--- src/rtl/waveform_analyzer_pkg.sv ---
// Shared types and constants for the waveform analyzer: wave classes, FSM
// states and the sample rail values used to spot square-wave plateaus.
package waveform_analyzer_pkg;

    typedef enum logic [1:0] {
        WAVE_NONE     = 2'd0,
        WAVE_SQUARE   = 2'd1,
        WAVE_TRIANGLE = 2'd2,
        WAVE_UNKNOWN  = 2'd3
    } wave_type_e;

    typedef enum logic [1:0] {
        ST_EMPTY   = 2'd0,
        ST_SEEK    = 2'd1,
        ST_MEASURE = 2'd2
    } state_e;

    localparam logic [3:0] RAIL_LOW  = 4'b0000;
    localparam logic [3:0] RAIL_HIGH = 4'b1111;

    // A cycle that never left the rails is square; one that did, but only in
    // unit steps, is triangular; anything else is unclassifiable.
    function automatic wave_type_e classify(input logic nonrail, input logic big_step);
        wave_type_e c;
        c = WAVE_UNKNOWN;
        if (!nonrail) begin
            c = WAVE_SQUARE;
        end else if (!big_step) begin
            c = WAVE_TRIANGLE;
        end
        return c;
    endfunction

endpackage

--- src/rtl/waveform_slope_detector.sv ---
// Tracks the previous accepted sample and its slope direction; flags cycle
// boundaries (falling/flat -> rising transitions) and per-sample shape hints.
module waveform_slope_detector
    import waveform_analyzer_pkg::*;
(
    input  logic       clk,
    input  logic       rst,
    input  logic       accept,
    input  logic [3:0] sample,
    output logic       have_prev,
    output logic       boundary,
    output logic       nonrail,
    output logic       big_step
);

    logic [3:0]        prev_sample;
    logic              prev_rising;
    logic signed [4:0] delta;
    logic              rising;

    // Slope is only meaningful once a previous sample is held.
    always_comb begin
        delta    = $signed({1'b0, sample}) - $signed({1'b0, prev_sample});
        rising   = have_prev && (delta > 5'sd0);
        boundary = rising && !prev_rising;
        nonrail  = (sample != RAIL_LOW) && (sample != RAIL_HIGH);
        big_step = have_prev && ((delta > 5'sd1) || (delta < -5'sd1));
    end

    always_ff @(posedge clk or posedge rst) begin
        if (rst) begin
            prev_sample <= 4'd0;
            prev_rising <= 1'b1;
            have_prev   <= 1'b0;
        end else if (accept) begin
            prev_sample <= sample;
            have_prev   <= 1'b1;
            if (have_prev) begin
                prev_rising <= rising;
            end
        end
    end

endmodule

--- src/rtl/waveform_analyzer.sv ---
// Measures period and shape of a 4-bit periodic sample stream, asserting
// lock after repeated identical cycle results and flagging lost signals.
module waveform_analyzer
    import waveform_analyzer_pkg::*;
#(
    parameter int PERIOD_W    = 8,
    parameter int MAX_PERIOD  = 255,
    parameter int LOCK_CYCLES = 3
) (
    input  logic                clk,
    input  logic                rst,
    input  logic                sample_valid,
    input  logic [3:0]          sample,
    output logic                result_valid,
    output logic [1:0]          wave_type,
    output logic [PERIOD_W-1:0] period,
    output logic                locked,
    output logic                timeout
);

    localparam int                  MATCH_W   = $clog2(LOCK_CYCLES + 1);
    localparam logic [PERIOD_W-1:0] MAX_CNT   = PERIOD_W'(MAX_PERIOD);
    localparam logic [PERIOD_W-1:0] SEEK_LAST = PERIOD_W'(MAX_PERIOD - 1);
    localparam logic [MATCH_W-1:0]  LOCK_N    = MATCH_W'(LOCK_CYCLES);

    state_e               state, state_next;
    logic [PERIOD_W-1:0]  cnt, cnt_next;
    logic                 nonrail_acc, nonrail_acc_next;
    logic                 big_step_acc, big_step_acc_next;
    logic [MATCH_W-1:0]   match_cnt, match_next;
    logic                 have_prev, boundary, nonrail, big_step;
    logic                 slope_ok, close_cycle, timeout_hit, same_result;
    wave_type_e           cycle_class;

    waveform_slope_detector u_slope (
        .clk       (clk),
        .rst       (rst),
        .accept    (sample_valid),
        .sample    (sample),
        .have_prev (have_prev),
        .boundary  (boundary),
        .nonrail   (nonrail),
        .big_step  (big_step)
    );

    // SEEK counts from entry (cnt 0), MEASURE from the boundary sample (cnt 1),
    // so both time out after MAX_PERIOD samples without a boundary.
    assign slope_ok    = sample_valid && have_prev;
    assign close_cycle = slope_ok && boundary && (state == ST_MEASURE);
    assign timeout_hit = slope_ok && !boundary &&
                         (((state == ST_SEEK) && (cnt == SEEK_LAST)) ||
                          ((state == ST_MEASURE) && (cnt == MAX_CNT)));

    always_ff @(posedge clk or posedge rst) begin
        if (rst) begin
            state <= ST_EMPTY;
        end else begin
            state <= state_next;
        end
    end

    always_comb begin
        state_next = state;
        case (state)
            ST_EMPTY:   if (sample_valid) state_next = ST_SEEK;
            ST_SEEK:    if (slope_ok && boundary) state_next = ST_MEASURE;
            ST_MEASURE: if (timeout_hit) state_next = ST_SEEK;
            default:    state_next = ST_EMPTY;
        endcase
    end

    // A boundary sample closes the old cycle and seeds the flags of the new one.
    always_comb begin
        cnt_next          = cnt;
        nonrail_acc_next  = nonrail_acc;
        big_step_acc_next = big_step_acc;
        if (sample_valid) begin
            if (boundary) begin
                nonrail_acc_next  = nonrail;
                big_step_acc_next = big_step;
            end else begin
                nonrail_acc_next  = nonrail_acc || nonrail;
                big_step_acc_next = big_step_acc || big_step;
            end
        end
        if (slope_ok && (state != ST_EMPTY)) begin
            if (boundary) begin
                cnt_next = PERIOD_W'(1);
            end else if (timeout_hit) begin
                cnt_next = '0;
            end else begin
                cnt_next = cnt + PERIOD_W'(1);
            end
        end

        cycle_class = classify(nonrail_acc, big_step_acc);
        same_result = (match_cnt != '0) && (wave_type == cycle_class) && (period == cnt);
        if (!same_result) begin
            match_next = MATCH_W'(1);
        end else if (match_cnt >= LOCK_N) begin
            match_next = match_cnt;
        end else begin
            match_next = match_cnt + MATCH_W'(1);
        end
    end

    always_ff @(posedge clk or posedge rst) begin
        if (rst) begin
            cnt          <= '0;
            nonrail_acc  <= 1'b0;
            big_step_acc <= 1'b0;
            match_cnt    <= '0;
            result_valid <= 1'b0;
            timeout      <= 1'b0;
            wave_type    <= WAVE_NONE;
            period       <= '0;
            locked       <= 1'b0;
        end else begin
            cnt          <= cnt_next;
            nonrail_acc  <= nonrail_acc_next;
            big_step_acc <= big_step_acc_next;
            result_valid <= close_cycle;
            timeout      <= timeout_hit;
            if (close_cycle) begin
                wave_type <= cycle_class;
                period    <= cnt;
                match_cnt <= match_next;
                locked    <= (match_next >= LOCK_N);
            end else if (timeout_hit) begin
                wave_type <= WAVE_NONE;
                period    <= '0;
                match_cnt <= '0;
                locked    <= 1'b0;
            end
        end
    end

endmodule

--- config.mk ---
export PLATFORM = sky130hd
export DESIGN_NAME = waveform_analyzer
export DESIGN_NICKNAME = d
export VERILOG_FILES = /design/src/rtl/waveform_analyzer_pkg.sv /design/src/rtl/waveform_slope_detector.sv /design/src/rtl/waveform_analyzer.sv
export SDC_FILE = /design/constraint.sdc
export NUM_CORES = 1
export LEC_CHECK = 0
export BUFFER_PORTS_ARGS = -buffer_cell sky130_fd_sc_hd__buf_4
export CORE_MARGIN = 1
export CORE_UTILIZATION = 45
export CTS_CLUSTER_SIZE = 16
export DETAILED_ROUTE_END_ITERATION = 8
export GPL_TIMING_DRIVEN = 1
export MAX_ROUTING_LAYER = met4
export PLACE_DENSITY = 0.64
export SYNTH_ARGS = -nofsm -noshare
export SYNTH_HDL_FRONTEND = slang
export SYNTH_SLANG_ARGS = --single-unit
--- constraint.sdc ---
create_clock -name clk -period 3.85 [get_ports clk]
set_input_delay 0.1925 -clock clk [delete_from_list [all_inputs] [get_ports clk]]
set_output_delay 0.1925 -clock clk [all_outputs]
set_load 0.01 [all_outputs]
==> flow_metrics.env, run 1 <==
export IMPL_status="complete, no violations"
export IMPL_antenna_found_initial=0
export IMPL_synthCells=192
export IMPL_peakVddDrop_mv=0.284
export IMPL_route_detailed_drc=0
export IMPL_fp_dieArea_um2=4400
export IMPL_clkPwrFrac=0.234
export IMPL_fmax_mhz=349
export IMPL_clk_pin_slew_worst_paths_ns=0.06
export IMPL_ys_types=50
export IMPL_worstPathCellList="ha_1, inv_1, fa_1, xor2_2, a2111oi_0, a211o_1, buf_4, or2_1, a32o_1"
export IMPL_synth_edf_count=0
export IMPL_grt_usage=0.221
export IMPL_routed_wirelength_um=4130
export IMPL_vias_per_cell=5.86
export IMPL_cp_num_buf_inv=2
export IMPL_maxSlewHeadroom=0.601
export IMPL_die_h_um=66.4
export IMPL_dr_wl_met2_um=2100
export IMPL_met1_length_um=1770
export IMPL_finalMaxSlewViolations=0
export IMPL_hold_viol=0
export IMPL_ys_ff_latch=33
export IMPL_setup_violations=0
export IMPL_ant_nets=0
export IMPL_io_buffers=19
export IMPL_clkSinkCount=33
export IMPL_top_layer="met4"
export IMPL_overflow=0
export IMPL_postSynth_asyncResetShare=1.00
export IMPL_coreArea_um2=4000
export IMPL_die_x_um=66.4
export IMPL_drt_iter0_markers=90
export IMPL_syn_avg_cell_area_um2=9.71
export IMPL_swShare=0.369
export IMPL_critPathTopFamily="compound AO/OA/AOI/OAI gates"
export IMPL_critPathMaxFanout=21
export IMPL_numCtsBuffers=5
export IMPL_wire_per_inst_um=15.6
export IMPL_crit_required_ns=4.07
export IMPL_final_nets=227
export IMPL_synth_top_area_frac=0.430
export IMPL_grt_pass1_vias=1557
export IMPL_worstMarginPinSlew_ns=0.584
export IMPL_synth_area_um2=1860
export IMPL_cts_tree="built"
export IMPL_initial_core_util=0.466
export IMPL_cp_slowest_stage_delay_ns=0.57
export IMPL_p_int_uw=901
export IMPL_rows=23
export IMPL_end_kind="register"
export IMPL_drtPass1Iterations=4
export IMPL_seq_area_frac_synth=0.444
export IMPL_area_delta_synth_final_pct=15.6
export IMPL_cpMaxStageDelayCell="a2111oi_0"
export IMPL_grt_first_pass_wirelength_um=7080
export IMPL_h_tree_depth=2
export IMPL_crit_type="register to register"
export IMPL_arrival_ns=3.08
export IMPL_layout_drive_gt1_share=0.182
export IMPL_min_period_ns=2.87
export IMPL_hpwl_um=3050
export IMPL_netlist_top_cells_area="dfrtp_1, o21ai_0, o22ai_1"
export IMPL_diodes=0
export IMPL_ys_warn_count=0
export IMPL_rsz0062_at_grt="false"
export IMPL_num_vias=1546
export IMPL_dr_wl_met3_um=182
export IMPL_p_leak_uw=0.000987
export IMPL_fillers=354
export IMPL_cp_start_kind="register"
export IMPL_yosysTopAreaCell="dfrtp_1"
export IMPL_clock_latency_ns=0.28
export IMPL_hold_path_class="input port to register"
export IMPL_seq_power_share=0.406
export IMPL_tns_ns=0
export IMPL_clock_root_buffer="clkbuf_8"
export IMPL_grt_start_max_net_pins=22
export IMPL_min_period_over_period=0.745
export IMPL_p_per_area_nw_per_um2=662
export IMPL_cts_resized_gates=0
export IMPL_place_gp_congestion=0.898
export IMPL_clk_path_buf_depth=2
export IMPL_whs_ns=0.170
export IMPL_syn_nets=206
export IMPL_drv_cap=0
export IMPL_fin_worst_skew_ns=0.00599
export IMPL_p_comb_frac=0.360
export IMPL_io_pins=20
export IMPL_switchingPower_uw=526
export IMPL_synth_ff_type="dfrtp_1"
## synth_stat cells, types with 2 or more instances
library cell  instances
nand3b_1              3
and3_1                2
nor2_1                7
a21o_1                2
a21oi_1               3
ha_1                  6
inv_1                16
xor2_1                9
nand2_1              11
nor2b_1               4
nand4_1               2
nor3_1                7
o21ai_2               2
o22ai_1              13
buf_6                 3
o221ai_1              4
dfrtp_1              32
o21ai_0              19
or3_1                 3
clkbuf_1              3
or2_2                 3
nor4_1                3
nand2b_1              4
nand3_1               3
mux2i_1               3
## metal layers
metal	GRT usage	up-vias
met5	-	-
li1	-	734
met2	0.375	43
met1	0.250	760
met3	0.0552	9
met4	0.0878	0
## timing repair
action / CTS / global route
hold buffers: 1 / 0
hold endpoints to repair: 11 / 0
buffers inserted: 0 / 0
## final timing paths
check	cells after the start	end	slack (ns)	from
setup / recovery	9	locked$_DFFE_PP0P_	0.98	u_slope.prev_sample[0]$_DFFE_PP0P_
setup reg to reg	9	locked$_DFFE_PP0P_	0.98	u_slope.prev_sample[0]$_DFFE_PP0P_
max in group asynchronous	4	locked$_DFFE_PP0P_	2.70	rst
hold reg to reg	2	u_slope.prev_rising$_DFFE_PP1P_	0.51	u_slope.prev_rising$_DFFE_PP1P_
min in group asynchronous	3	cnt[3]$_DFFE_PP0P_	0.49	rst
hold / removal	3	u_slope.prev_sample[2]$_DFFE_PP0P_	0.17	sample[2]
## power groups by stage
stage	registers, uW	logic (uW)	clock network [uW]
floorplan	571	339	0
global placement	580	494	0
detailed placement	584	508	0
CTS	578	512	339
global route	593	579	355
finish	580	513	334
## state kept, by name, summed over array words and instances, names as in the netlist
name                 flops
result_valid             1
timeout                  1
period                   8
big_step_acc             1
state                    2
u_slope.prev_sample      4
locked                   1
u_slope.have_prev        1
cnt                      8
match_cnt                2
u_slope.prev_rising      1
wave_type                2
nonrail_acc              1
## worst register-to-register path: cells and delay by family, from the launching register on
family / cells / cell delay (ns)
compound gates: 3 / 0.98
flops: 1 / 0.35
simple gates: 1 / 0.44
xor+xnor: 1 / 0.19
buf+inv: 2 / 0.27
fa+ha+maj: 2 / 0.58
## cell usage in the layout, fill, tap and decap left out, types with 7 or more instances in the layout
master,count
nor2_1,7
nor3_1,7
xor2_1,9
buf_4,21
nand2_1,11
dfrtp_1,32
inv_1,16
o22ai_1,13
o21ai_0,19
## metrics by stage
| step | power (uW) | area [um2] | utilization | setup slack [ns] | instances |
|---|---|---|---|---|---|
| 6_report | 1430 | 2160 | 0.539 | 0.981 | 264 |
| 5_1_grt | 1530 | 2160 | 0.539 | 0.738 | 264 |
| 4_1_cts | 1430 | 2160 | 0.539 | 1.02 | 264 |
| 3_5_place_dp | 1090 | 2030 | 0.507 | 1.03 | 255 |
| 3_3_place_gp | 1070 | 2030 | 0.507 | 1.13 | 255 |
| 2_1_floorplan | 910 | 1860 | - | 1.54 | 192 |
## logic make-up (layout without fill, tap and decap cells)
family                   count (synthesis)  in the layout  share of synthesized area
multiplexers                             4              4                     0.0221
flip-flops                              33             33                      0.444
AND/OR/NAND/NOR                         57             57                      0.168
buffers and inverters                   25             47                     0.0638
XOR/XNOR                                11             11                     0.0557
AO/OA/AOI/OAI                           55             55                      0.196
adder cells (fa/ha/maj)                  7              7                     0.0510
## layout make-up
type	instances	area (um2)	share of cell area
clock buffers	7	86.3	0.0400
clock inverters	1	30.0	0.0139
inverters	17	63.8	0.0296
multi-input cells	134	918	0.426
flip-flops and latches	33	827	0.384
well taps	50	62.6	0.0290
repair buffers	22	168	0.0778
Power figures use the tool's default switching activity.
==> inputs of run 2 (changes only) <==
Settings changed: ABC_AREA from default to 1.
Clock period 3.85 ns to 2.88 ns, I/O delays scaled along.
==> run 2 against run 1 <==
Critical path depth unchanged. Combinational power rose by 3%. Design area rose by 0.70%. Via count is 2.1% lower. Routed wire length is 8.0% lower. Critical path type unchanged. Synthesized cell count rose by 19%. Core utilization about the same.
==> flow_metrics.env, run 2 <==
export IMPL_layout_common_cells="nand2_1, dfrtp_1, inv_1, nand3_1, nor2_1"
export IMPL_top_regs="cnt: 8 flops, period: 8 flops, u_slope.prev_sample: 4 flops"
export IMPL_fmax_mhz=473
export IMPL_cts_resized_gates=0
export IMPL_ys_ff_latch=33
export IMPL_synth_top_area_frac=0.423
export IMPL_route_detailed_drc=0
export IMPL_min_period_ns=2.11
export IMPL_cp_start_kind="register"
export IMPL_drv_cap=0
export IMPL_hpwl_um=2770
export IMPL_worst_r2r_cell_count=9
export IMPL_cts_tree="built"
export IMPL_switchingPower_uw=551
export IMPL_p_per_area_nw_per_um2=708
export IMPL_rows=23
export IMPL_die_x_um=66.8
export IMPL_multi_input_area_um2=930
export IMPL_postSynth_asyncResetShare=1.00
export IMPL_fin_worst_skew_ns=0.00723
export IMPL_grt_usage=0.205
export IMPL_syn_nets=242
export IMPL_p_leak_uw=0.00110
export IMPL_clkPwrFrac=0.230
export IMPL_regArea_um2=827
export IMPL_hold_depth=3
export IMPL_worstMarginPinSlew_ns=0.527
export IMPL_cp_slowest_stage_delay_ns=0.45
export IMPL_regToRegSetupSlack_ns=0.77
export IMPL_hold_viol=0
export IMPL_initial_core_util=0.470
export IMPL_netlist_top_cells_area="dfrtp_1, nand2_1, nand3_1"
export IMPL_post_cts_buffers=0
export IMPL_cpMaxStageDelayCell="nor3_4"
export IMPL_overflow=0
export IMPL_r2r_end="period[5]$_DFFE_PP0P_"
export IMPL_worstPathCellList="ha_1, inv_1, fa_1, xnor2_1, nand4_2, nand3_4, nor3_4, nand2_1, nand2_1"
export IMPL_die_h_um=66.8
export IMPL_seq_power_share=0.428
export IMPL_synth_area_um2=1890
export IMPL_numCtsBuffers=5
export IMPL_synth_common_cells="nand2_1, dfrtp_1, inv_1, nand3_1, nor2_1"
export IMPL_io_buffers=19
export IMPL_synth_edf_count=0
export IMPL_setup_violations=0
export IMPL_critPathMaxFanout=14
export IMPL_min_period_over_period=0.734
export IMPL_grt_start_max_net_pins=34
export IMPL_yosysTopAreaCell="dfrtp_1"
export IMPL_seq_area_frac_synth=0.437
export IMPL_arrival_ns=2.33
export IMPL_syn_avg_cell_area_um2=8.30
export IMPL_peakVddDrop_mv=0.297
export IMPL_end_kind="register"
export IMPL_status="complete, no violations"
export IMPL_diodes=0
export IMPL_clkSinkCount=33
export IMPL_drt_iter0_markers=97
export IMPL_vias_per_cell=5.01
export IMPL_hold_end="u_slope.prev_sample[3]$_DFFE_PP0P_"
export IMPL_p_int_uw=986
export IMPL_antenna_found_initial=0
export IMPL_ys_warn_count=0
export IMPL_fp_dieArea_um2=4470
export IMPL_routed_wirelength_um=3800
export IMPL_p_comb_frac=0.342
export IMPL_wire_per_inst_um=12.6
export IMPL_synthCells=228
export IMPL_clk_path_buf_depth=2
export IMPL_tns_ns=0
export IMPL_grt_pass1_vias=1391
export IMPL_fillers=408
export IMPL_num_vias=1514
export IMPL_crit_type="register to register"
export IMPL_total_power_uw=1540
export IMPL_ant_nets=0
export IMPL_clock_root_buffer="clkbuf_8"
export IMPL_finalMaxSlewViolations=0
export IMPL_grt_first_pass_wirelength_um=6500
export IMPL_rsz0062_at_grt="false"
export IMPL_layout_drive_gt1_share=0.179
export IMPL_place_gp_congestion=0.823
export IMPL_clk_pin_slew_worst_paths_ns=0.07
export IMPL_area_delta_synth_final_pct=14.7
export IMPL_clock_latency_ns=0.29
export IMPL_drtPass1Iterations=4
export IMPL_final_nets=266
export IMPL_synth_ff_type="dfrtp_1"
export IMPL_ys_types=35
export IMPL_crit_required_ns=3.10
export IMPL_h_tree_depth=2
export IMPL_synth_most_common_cell="nand2_1"
export IMPL_io_pins=20
export IMPL_min_from="sample[3]"
export IMPL_swShare=0.359
export IMPL_rr_startpoint="u_slope.prev_sample[0]$_DFFE_PP0P_"
export IMPL_maxSlewHeadroom=0.647
export IMPL_mostFrequentLayoutCell="nand2_1"
export IMPL_coreArea_um2=4030
export IMPL_cts_hold_buffers=1
export IMPL_hold_path_class="input port to register"
export IMPL_cp_common_cell="nand2_1"
==> run 2: worst max-delay path by stage <==
stage,start,end,depth (start not counted)
3_3_place_gp,sample[0],period[5]$_DFFE_PP0P_,11
3_5_place_dp,sample[0],period[5]$_DFFE_PP0P_,11
5_1_grt,u_slope.prev_sample[0]$_DFFE_PP0P_,match_cnt[0]$_DFFE_PP0P_,9
2_1_floorplan,u_slope.prev_sample[0]$_DFFE_PP0P_,period[1]$_DFFE_PP0P_,11
6_report,u_slope.prev_sample[0]$_DFFE_PP0P_,period[5]$_DFFE_PP0P_,9
4_1_cts,u_slope.prev_sample[0]$_DFFE_PP0P_,period[5]$_DFFE_PP0P_,9
==> run 2: power by group through the flow <==
stage | Clock (uW) | Combinational [uW] | Sequential [uW]
after floorplan | 0 | 363 | 667
after global placement | 0 | 524 | 665
after detailed placement | 0 | 530 | 666
after CTS | 372 | 534 | 658
after global routing | 385 | 607 | 672
final | 354 | 526 | 657
==> run 2: kinds of logic after synthesis <==
logic type | count (synthesis) | share of synthesized area
AO/OA/AOI/OAI | 22 | 0.0728
XOR/XNOR | 12 | 0.0556
AND/OR/NAND/NOR | 122 | 0.313
buffers and inverters | 32 | 0.0714
adder cells (fa/ha/maj) | 7 | 0.0503
flip-flops | 33 | 0.437
==> run 2: layout make-up <==
cell class / instances / share of cell area
clock buffer: 7 / 0.0398
inverter: 28 / 0.0484
timing repair buffer: 21 / 0.0738
tap: 50 / 0.0288
multi-input combinational: 163 / 0.428
sequential: 33 / 0.381
==> run 2: layer usage <==
metal  global-route usage  up-vias  wire [um]
li1                     -      786          -
met1                0.252      702       1830
met2                0.324       20       1800
met3               0.0514        6        113
met4               0.0718        0         56
met5                    -        -          0
==> run 2: worst max-delay path, delay by kind of cell, from the launching register on <==
kind,cells,cell delay (ns)
and+or+nand+nor,5,0.92
adders and majority gates,2,0.54
DFF,1,0.35
xor gates and xnor gates,1,0.17
buffers and inverters,1,0.05
==> run 2: through the flow <==
stage / util / instances / setup slack, ns / hold WS [ns] / instance area [um2]
2_1_floorplan: - / 228 / 0.940 / 0.256 / 1890
3_3_place_gp: 0.515 / 294 / 0.793 / 0.270 / 2070
3_5_place_dp: 0.515 / 294 / 0.736 / 0.272 / 2070
4_1_cts: 0.539 / 302 / 0.736 / 0.0891 / 2170
5_1_grt: 0.539 / 302 / 0.590 / 0.112 / 2170
6_report: 0.539 / 302 / 0.767 / 0.103 / 2170
